==> src/rtl/gray_word_packer.sv <==
// Packs 8-bit grayscale pixels into 256-bit DDR3 write words. Each frame's words go to one of NUM_FRAMES slots in rotation.
// Completed words pass through one register stage and then a 2-entry valid/ready queue that absorbs MIG back-pressure.
module gray_word_packer #(
    parameter int PIXEL_WIDTH  = 8,
    parameter int WORD_WIDTH   = 256,
    parameter int ADDR_WIDTH   = 29,
    parameter int NUM_FRAMES   = 7,
    parameter int FRAME_WORDS  = 28800,
    parameter int ADDR_STEP    = 8,
    parameter int FRAME_STRIDE = 262144
) (
    input  logic                   clk,
    input  logic                   rst_n,
    input  logic                   frame_start,
    input  logic                   freeze,
    input  logic [PIXEL_WIDTH-1:0] pixel_in,
    input  logic                   pixel_valid,
    output logic [WORD_WIDTH-1:0]  word_data,
    output logic [ADDR_WIDTH-1:0]  word_addr,
    output logic                   word_valid,
    input  logic                   word_ready,
    output logic [2:0]             cur_slot,
    output logic                   overflow,
    output logic                   frame_overrun
);

    localparam int PIX_PER_WORD = WORD_WIDTH / PIXEL_WIDTH;
    localparam int CNT_W        = $clog2(PIX_PER_WORD);
    localparam int IDX_W        = $clog2(FRAME_WORDS + 1);

    localparam logic [CNT_W-1:0] LAST_PIX  = CNT_W'(PIX_PER_WORD - 1);
    localparam logic [IDX_W-1:0] IDX_FULL  = IDX_W'(FRAME_WORDS);
    localparam logic [2:0]       LAST_SLOT = 3'(NUM_FRAMES - 1);

    // Packer state
    logic                  writing;
    logic [CNT_W-1:0]      pix_cnt;
    logic [IDX_W-1:0]      word_idx;
    logic [WORD_WIDTH-1:0] acc;

    // Completed word waiting to enter the queue
    logic                  pend_valid;
    logic [WORD_WIDTH-1:0] pend_data;
    logic [ADDR_WIDTH-1:0] pend_addr;

    // Effective state for this cycle, with frame_start applied before the pixel
    logic                  writing_nxt;
    logic [2:0]            slot_nxt;
    logic [CNT_W-1:0]      cnt_base;
    logic [IDX_W-1:0]      idx_base;
    logic                  take;
    logic                  word_done;
    logic                  word_fits;
    logic [WORD_WIDTH-1:0] full_word;
    logic [ADDR_WIDTH-1:0] addr_nxt;

    always_comb begin
        // NOTE: every combinational output gets a default first, so no path can leave it unassigned and infer a latch.
        writing_nxt = writing;
        slot_nxt    = cur_slot;
        cnt_base    = pix_cnt;
        idx_base    = word_idx;
        if (frame_start) begin
            cnt_base    = '0;
            idx_base    = '0;
            writing_nxt = ~freeze;
            if (!freeze)
                slot_nxt = (cur_slot == LAST_SLOT) ? 3'd0 : cur_slot + 3'd1;
        end
        take      = pixel_valid & writing_nxt;
        word_done = take && (cnt_base == LAST_PIX);
        word_fits = idx_base < IDX_FULL;

        full_word = acc;
        full_word[(PIX_PER_WORD-1)*PIXEL_WIDTH +: PIXEL_WIDTH] = pixel_in;

        addr_nxt = ADDR_WIDTH'(slot_nxt) * ADDR_WIDTH'(FRAME_STRIDE)
                 + ADDR_WIDTH'(idx_base) * ADDR_WIDTH'(ADDR_STEP);
    end

    always_ff @(posedge clk or negedge rst_n) begin
        if (!rst_n) begin
            cur_slot      <= LAST_SLOT;
            writing       <= 1'b0;
            pix_cnt       <= '0;
            word_idx      <= '0;
            acc           <= '0;
            pend_valid    <= 1'b0;
            pend_data     <= '0;
            pend_addr     <= '0;
            frame_overrun <= 1'b0;
        end else begin
            // NOTE: sequential state uses non-blocking assignments so every register samples pre-edge values.
            cur_slot   <= slot_nxt;
            writing    <= writing_nxt;
            pend_valid <= 1'b0;
            if (frame_start) begin
                pix_cnt  <= '0;
                word_idx <= '0;
            end
            if (take) begin
                acc[cnt_base*PIXEL_WIDTH +: PIXEL_WIDTH] <= pixel_in;
                pix_cnt <= (cnt_base == LAST_PIX) ? '0 : cnt_base + 1'b1;
                if (word_done) begin
                    if (word_fits) begin
                        pend_valid <= 1'b1;
                        pend_data  <= full_word;
                        pend_addr  <= addr_nxt;
                        word_idx   <= idx_base + 1'b1;
                    end else begin
                        frame_overrun <= 1'b1;
                    end
                end
            end
        end
    end

    // Two-entry queue: head drives the outputs, tail holds the second word.
    logic [1:0]            q_cnt;
    logic [WORD_WIDTH-1:0] head_data, tail_data;
    logic [ADDR_WIDTH-1:0] head_addr, tail_addr;
    logic                  pop;

    assign word_valid = (q_cnt != 2'd0);
    assign word_data  = head_data;
    assign word_addr  = head_addr;
    assign pop        = word_valid & word_ready;

    always_ff @(posedge clk or negedge rst_n) begin
        if (!rst_n) begin
            // NOTE: the queue storage is only two registers, so it is reset along with its count and reads 0 after reset.
            q_cnt     <= 2'd0;
            head_data <= '0;
            head_addr <= '0;
            tail_data <= '0;
            tail_addr <= '0;
            overflow  <= 1'b0;
        end else if (pend_valid && !pop) begin
            case (q_cnt)
                2'd0: begin
                    head_data <= pend_data;
                    head_addr <= pend_addr;
                    q_cnt     <= 2'd1;
                end
                2'd1: begin
                    tail_data <= pend_data;
                    tail_addr <= pend_addr;
                    q_cnt     <= 2'd2;
                end
                default: overflow <= 1'b1;
            endcase
        end else if (pend_valid && pop) begin
            if (q_cnt == 2'd1) begin
                head_data <= pend_data;
                head_addr <= pend_addr;
            end else begin
                head_data <= tail_data;
                head_addr <= tail_addr;
                tail_data <= pend_data;
                tail_addr <= pend_addr;
            end
        end else if (pop) begin
            head_data <= tail_data;
            head_addr <= tail_addr;
            q_cnt     <= q_cnt - 2'd1;
        end
    end

endmodule
==> config.mk <==
export PLATFORM = sky130hd
export DESIGN_NAME = gray_word_packer
export DESIGN_NICKNAME = d
export VERILOG_FILES = /design/src/rtl/gray_word_packer.sv
export SDC_FILE = /design/constraint.sdc
export NUM_CORES = 2
export LEC_CHECK = 0
export BUFFER_PORTS_ARGS = -buffer_cell sky130_fd_sc_hd__buf_4
export CAP_MARGIN = 30
export CELL_PAD_IN_SITES_DETAIL_PLACEMENT = 1
export CELL_PAD_IN_SITES_GLOBAL_PLACEMENT = 2
export CORE_MARGIN = 5
export CORE_UTILIZATION = 35
export CTS_BUF_LIST = sky130_fd_sc_hd__clkbuf_16
export CTS_CLUSTER_DIAMETER = 50
export DETAILED_ROUTE_END_ITERATION = 10
export PLACE_DENSITY_LB_ADDON = 0.1
export SLEW_MARGIN = 15
export SYNTH_ARGS = -nofsm -noshare
export SYNTH_HDL_FRONTEND = slang
export SYNTH_SLANG_ARGS = --single-unit
==> constraint.sdc <==
create_clock -name clk -period 5.85 [get_ports clk]
set_clock_uncertainty 0.05 [all_clocks]
set_input_delay 1.17 -clock clk [delete_from_list [all_inputs] [get_ports clk]]
set_output_delay 1.17 -clock clk [all_outputs]
set_load 0.005 [all_outputs]
Word-level counts from Yosys, hierarchy flattened
Cells that the tools add are included.
{"block": "word_totals", "wordCells": 87, "regBits": 1140, "out_inout_bits": 291, "input_bits": 14}
{"block": "classes", "mux": 35, "bitwise": 5, "magnitude_cmp": 1, "n_eq_ne": 7, "addsub": 6, "reduce_logical": 16, "shifts": 2}
{"cell": "256-bit 2-to-1 mux", "count": 8}
{"cell": "256-bit bitwise mux", "count": 1}
{"cell": "8-bit by 34-bit variable shift with 256-bit output (first input constant)", "count": 1}
{"cell": "8-bit by 34-bit indexed part select with 256-bit output", "count": 1}
{"cell": "29-bit 2-to-1 mux", "count": 8}
{"cell": "15-bit 2-to-1 mux", "count": 4}
{"cell": "8-bit negator with 34-bit output", "count": 1}
{"cell": "21-bit by 18-bit adder with 22-bit output", "count": 1}
{"cell": "15-bit by 1-bit adder with 15-bit output (second input constant)", "count": 1}
{"cell": "15-bit < comparator (second input constant)", "count": 1}
{"cell": "5-bit 2-to-1 mux", "count": 3}
{"cell": "3-bit 2-to-1 mux", "count": 3}
{"cell": "3-bit AND reduction", "count": 3}
{"cell": "2-bit 2-to-1 mux", "count": 3}
{"cell": "2-bit AND reduction", "count": 3}
{"cell": "2-bit nonzero test", "count": 3}
{"cell": "5-bit by 1-bit adder with 5-bit output (second input constant)", "count": 1}
{"cell": "5-bit == test (second input constant)", "count": 1}
{"cell": "1-bit 2-to-1 mux", "count": 4}
{"cell": "2-bit inequality test (second input constant)", "count": 2}
{"cell": "2-bit one-hot mux with 2 select lines", "count": 1}
{"cell": "3-bit by 1-bit adder with 3-bit output (second input constant)", "count": 1}
{"cell": "3-bit == test (second input constant)", "count": 1}
{"cell": "1-bit logical AND", "count": 3}
{"cell": "10 further kinds", "count": 13}

Depth between registers and ports, before layout
{"block": "depth", "ltp_word": 6, "ltp_mapped": 16, "depth_no_buf": 10}

Worst setup path after synthesis
No wires, ideal clock.
{"block": "synth_timing", "path_type": "input to register", "from": "in frame_start", "to": "reg acc[40]", "arrival_time_ns": 4.753, "setup_time_ns": 0.125, "cell_stages": 16, "setup_slack_ns": 0.922, "path_buffers": 8, "required_ns": 5.675, "cell_sequence": "buf_2 clkbuf_1 clkbuf_1 clkbuf_1 or2b_1 ha_1 buf_2 o21a_1 ha_1 buf_2 inv_1 or4_4 buf_6 or4_1 buf_6 mux2_4"}
{"block": "synth_via", "elab_chain_cells": 4, "word_cells_on_any_way": 7, "cone_classes": "1 x add/sub; 2 x shift; 3 x mux; 1 x bitwise"}
{"element": "start: declaration", "line_no": "14", "text": "input logic frame_start,"}
{"element": "5-bit 2-to-1 mux"}
{"element": "8-bit negator with 34-bit output", "line_no": "102", "text": "acc[cnt_base*PIXEL_WIDTH +: PIXEL_WIDTH] <= pixel_in;"}
{"element": "8-bit by 34-bit indexed part select with 256-bit output or 8-bit by 34-bit variable shift with 256-bit output (tied branches)", "line_no": "102"}
{"element": "256-bit bitwise mux", "line_no": "102"}
{"element": "end signal: indexed assignment", "line_no": "102"}
{"element": "end: declaration", "line_no": "39", "text": "logic [WORD_WIDTH-1:0] acc;"}
Several ways; a longest one is shown, not always the timed one.
A chain may end at the register's enable or synchronous reset.

Worst setup path in the final report
{"block": "layout_timing", "from": "reg pix_cnt[0]", "to": "reg pend_addr[18]"}
{"block": "layout_via", "elab_chain_cells": 4}
{"element": "start: declaration", "line_no": "37", "text": "logic [CNT_W-1:0] pix_cnt;"}
{"element": "start signal: assignment", "line_no": "103", "text": "pix_cnt <= (cnt_base == LAST_PIX) ? '0 : cnt_base + 1'b1;"}
{"element": "5-bit 2-to-1 mux"}
{"element": "5-bit == test", "line_no": "71", "text": "word_done = take && (cnt_base == LAST_PIX);"}
{"element": "1-bit logical AND", "line_no": "71"}
{"element": "3-bit AND reduction (no line)"}
{"element": "end signal: assignment", "line_no": "108", "text": "pend_addr <= addr_nxt;"}
{"element": "end: declaration", "line_no": "44", "text": "logic [ADDR_WIDTH-1:0] pend_addr;"}
No other way between the ends.

==> out/metrics.cfg <==
[outcome]
status=finished, final reports clean

[critical_path]
cp_max_fo=63
slowest_stage=dfrtp_1
rr_startpoint=pix_cnt[0]
critical_path_buf_inv_count=3
r2r-end=pend_addr[18]
ff2ff_path_depth=11
cp-end-kind=register
cp_slowest_stage_delay_ns=0.76
crit_chain=nand2b_1, inv_1, ha_1, and3_1, ha_1, and2_1, a21boi_1, nand2_2, inv_8, buf_4, mux2_2
crit_path_frequent_cell=ha_1
arrival_ns=5.00
worstSetupStartpointType=register
path_class=reg2reg
cp.required_ns=6.45
cp_top_family=buffers and inverters
r2r_slack_ns=1.45

[finish]
post-route-util=0.418
stdcell_count=6340
finalInstanceArea_um2=60000
final_nets=4336
synthToLayoutAreaGrowth_pct=18.7
drive_above_1_share=0.343

[grt]
antenna_found_initial=16
grt_util_all_layers=0.222
grt_overflow=0
grt_pass1_vias=37000
grt_pass1_wl_um=258000
grt_max_degree=149

[sta]
slew_violations=0
setup_viol=0
min_period_ns=4.40
max-slew-margin-rel=0.328
fmax_mhz=227
rsz0062_at_grt=false
worstMarginPinSlew_ns=1.01
finalHoldViolations=0
holdWs_ns=0.385
finalCritPeriodShare=0.753
layout_setup_ws_ns=1.45
setup_tns_ns=0

[floorplanning]
die_h_um=390
rows=139
start_util=0.352
core_um2=143000
die_w_um=390
top_level_ports=305
dieArea_um2=152000

[clock_network]
cts_inserted_buffers=151
htree_levels=4
cts_max_path_buffers=3
ctsHoldBuffers=0
post_cts_buffers=0
cts_tree=yes
clk_pin_slew_worst_paths_ns=0.05
cts-root-buf=clkbuf_16
insertion_delay_ns=0.78
cts.sinks=1121
cts_resized=0

[synth]
synth_compound_area_frac=0.101
yosysMostFrequentCell=dfrtp_1
synthAdderAreaFrac=0.00173
synth_mux_area_frac=0.228
synth_area_leader_cell=dfrtp_1
synth_async_sr_flop_share=1.00
synthXorXnorAreaFrac=0.00136
ys_warn_count=0
synth-simple-area-share=0.0827
synth_cell_types=68
ys.flop_type=dfrtp_1
syn_area_per_cell_um2=12.3
ys_ff_latch=1121
synth_cells=4109
yosys-top-cells-area=dfrtp_1, mux2_2, mux2i_1
ys_seq_area_frac=0.555
synth_commonest_cells=dfrtp_1, mux2_2, a21oi_1
synthesis.area_um2=50500
synth_edf_count=0
synth_top_area_frac=0.554
synth_top_family_by_area=multiplexers
syn-num-nets=4130

[placed_design]
gp_congestion=0.788
dp_slack_ns=0.829
dp_cells=6061
place_area_um2=55000
port_buffers=304
place_hpwl_um=108000

[power_and_ir_drop]
ir_drop_v=0.000280
total_leakage_power_nw=28.3
power.total_mw=22.0
power.density_nw_per_um2=367

[detailed_routing]
dr.pass1.iters=5
routed_wirelength_um=171000
antenna_left=0
post_drt_via_cell_ratio=5.58
num_vias=35360
drt-initial-drc-count=1815
drc=0
wl_per_cell_um=26.9

[hold_path]
min_path_type=in2async

[flow_run]
drv_cap=0

## cell usage in the layout (no fill, tap or decap), drive strengths merged, types with 8 or more instances in the layout
master,Yosys,layout
dfrtp,1119,1119
mux2,857,857
buf,67,398
a21oi,284,284
nand2,186,186
o21ai,185,185
mux2i,179,179
and3,176,176
clkbuf,278,155
o221ai,149,149
or3,128,128
o22ai,127,127
inv,40,76
clkinv,1,57
nor2,46,46
nand4,35,35
nor3,29,29
o31ai,27,27
nor2b,23,23
and2,22,22
nand2b,17,17
o41ai,17,17
nor4,17,17
nand3,15,15
or4,15,15
bufinv,0,13
a22o,11,11
diode,0,8
## kinds of logic (layout without fill, tap and decap cells)
group                      count (synthesis)  after routing
muxes                                   1036           1036
DFF                                     1121           1121
buffers and inverters                    386            706
AOI/OAI and AO/OA                        824            824
adders and majority gates                  7              7
xor gates and xnor gates                   7              7
other                                      0              8
and+or+nand+nor                          728            728
## state kept, by name, summed over array words and instances, names as in the netlist, 2 cells and up
signal and count:
tail_data 256, cur_slot 3, pix_cnt 5, word_data 256, word_addr 29, pend_addr 18
word_idx 15, pend_data 256, acc 248, q_cnt 2, tail_addr 29
## layer usage
metal | GRT usage | wire length (µm) | vias to the layer above
met2 | 0.354 | 79400 | 602
met4 | 0.0507 | 3180 | 0
met1 | 0.322 | 81600 | 18944
li1 | - | - | 15627
met5 | 0 | 0 | -
met3 | 0.0333 | 6300 | 187
## area by class of cell
cell class | count | area, µm²
inverter | 41 | 174
timing repair buffer | 398 | 3450
fill | 14981 | 83500
tap | 1903 | 2380
multi-input combinational | 2602 | 21100
sequential | 1121 | 28100
antenna | 8 | 20.0
clock buffer | 155 | 3880
clock inverter | 112 | 962
## worst max path at each step
stage           startpoint            end  slack [ns]  cells after the start
4_1_cts         pix_cnt[0]   pend_addr[3]        1.37                     11
3_3_place_gp   frame_start  pend_addr[19]        1.01                     12
6_report        pix_cnt[0]  pend_addr[18]        1.45                     11
2_1_floorplan  frame_start        acc[40]        0.92                     16
5_1_grt         pix_cnt[0]   pend_data[1]        1.16                     11
3_5_place_dp   frame_start  pend_addr[18]        0.83                     12
## power breakdown
| part | internal (mW) | total (mW) | switching [mW] |
|---|---|---|---|
| Combinational | 1.74 | 4.18 | 2.44 |
| Sequential | 8.26 | 8.76 | 0.505 |
| Clock | 5.39 | 9.04 | 3.65 |
(Power assumes the default switching activity.)
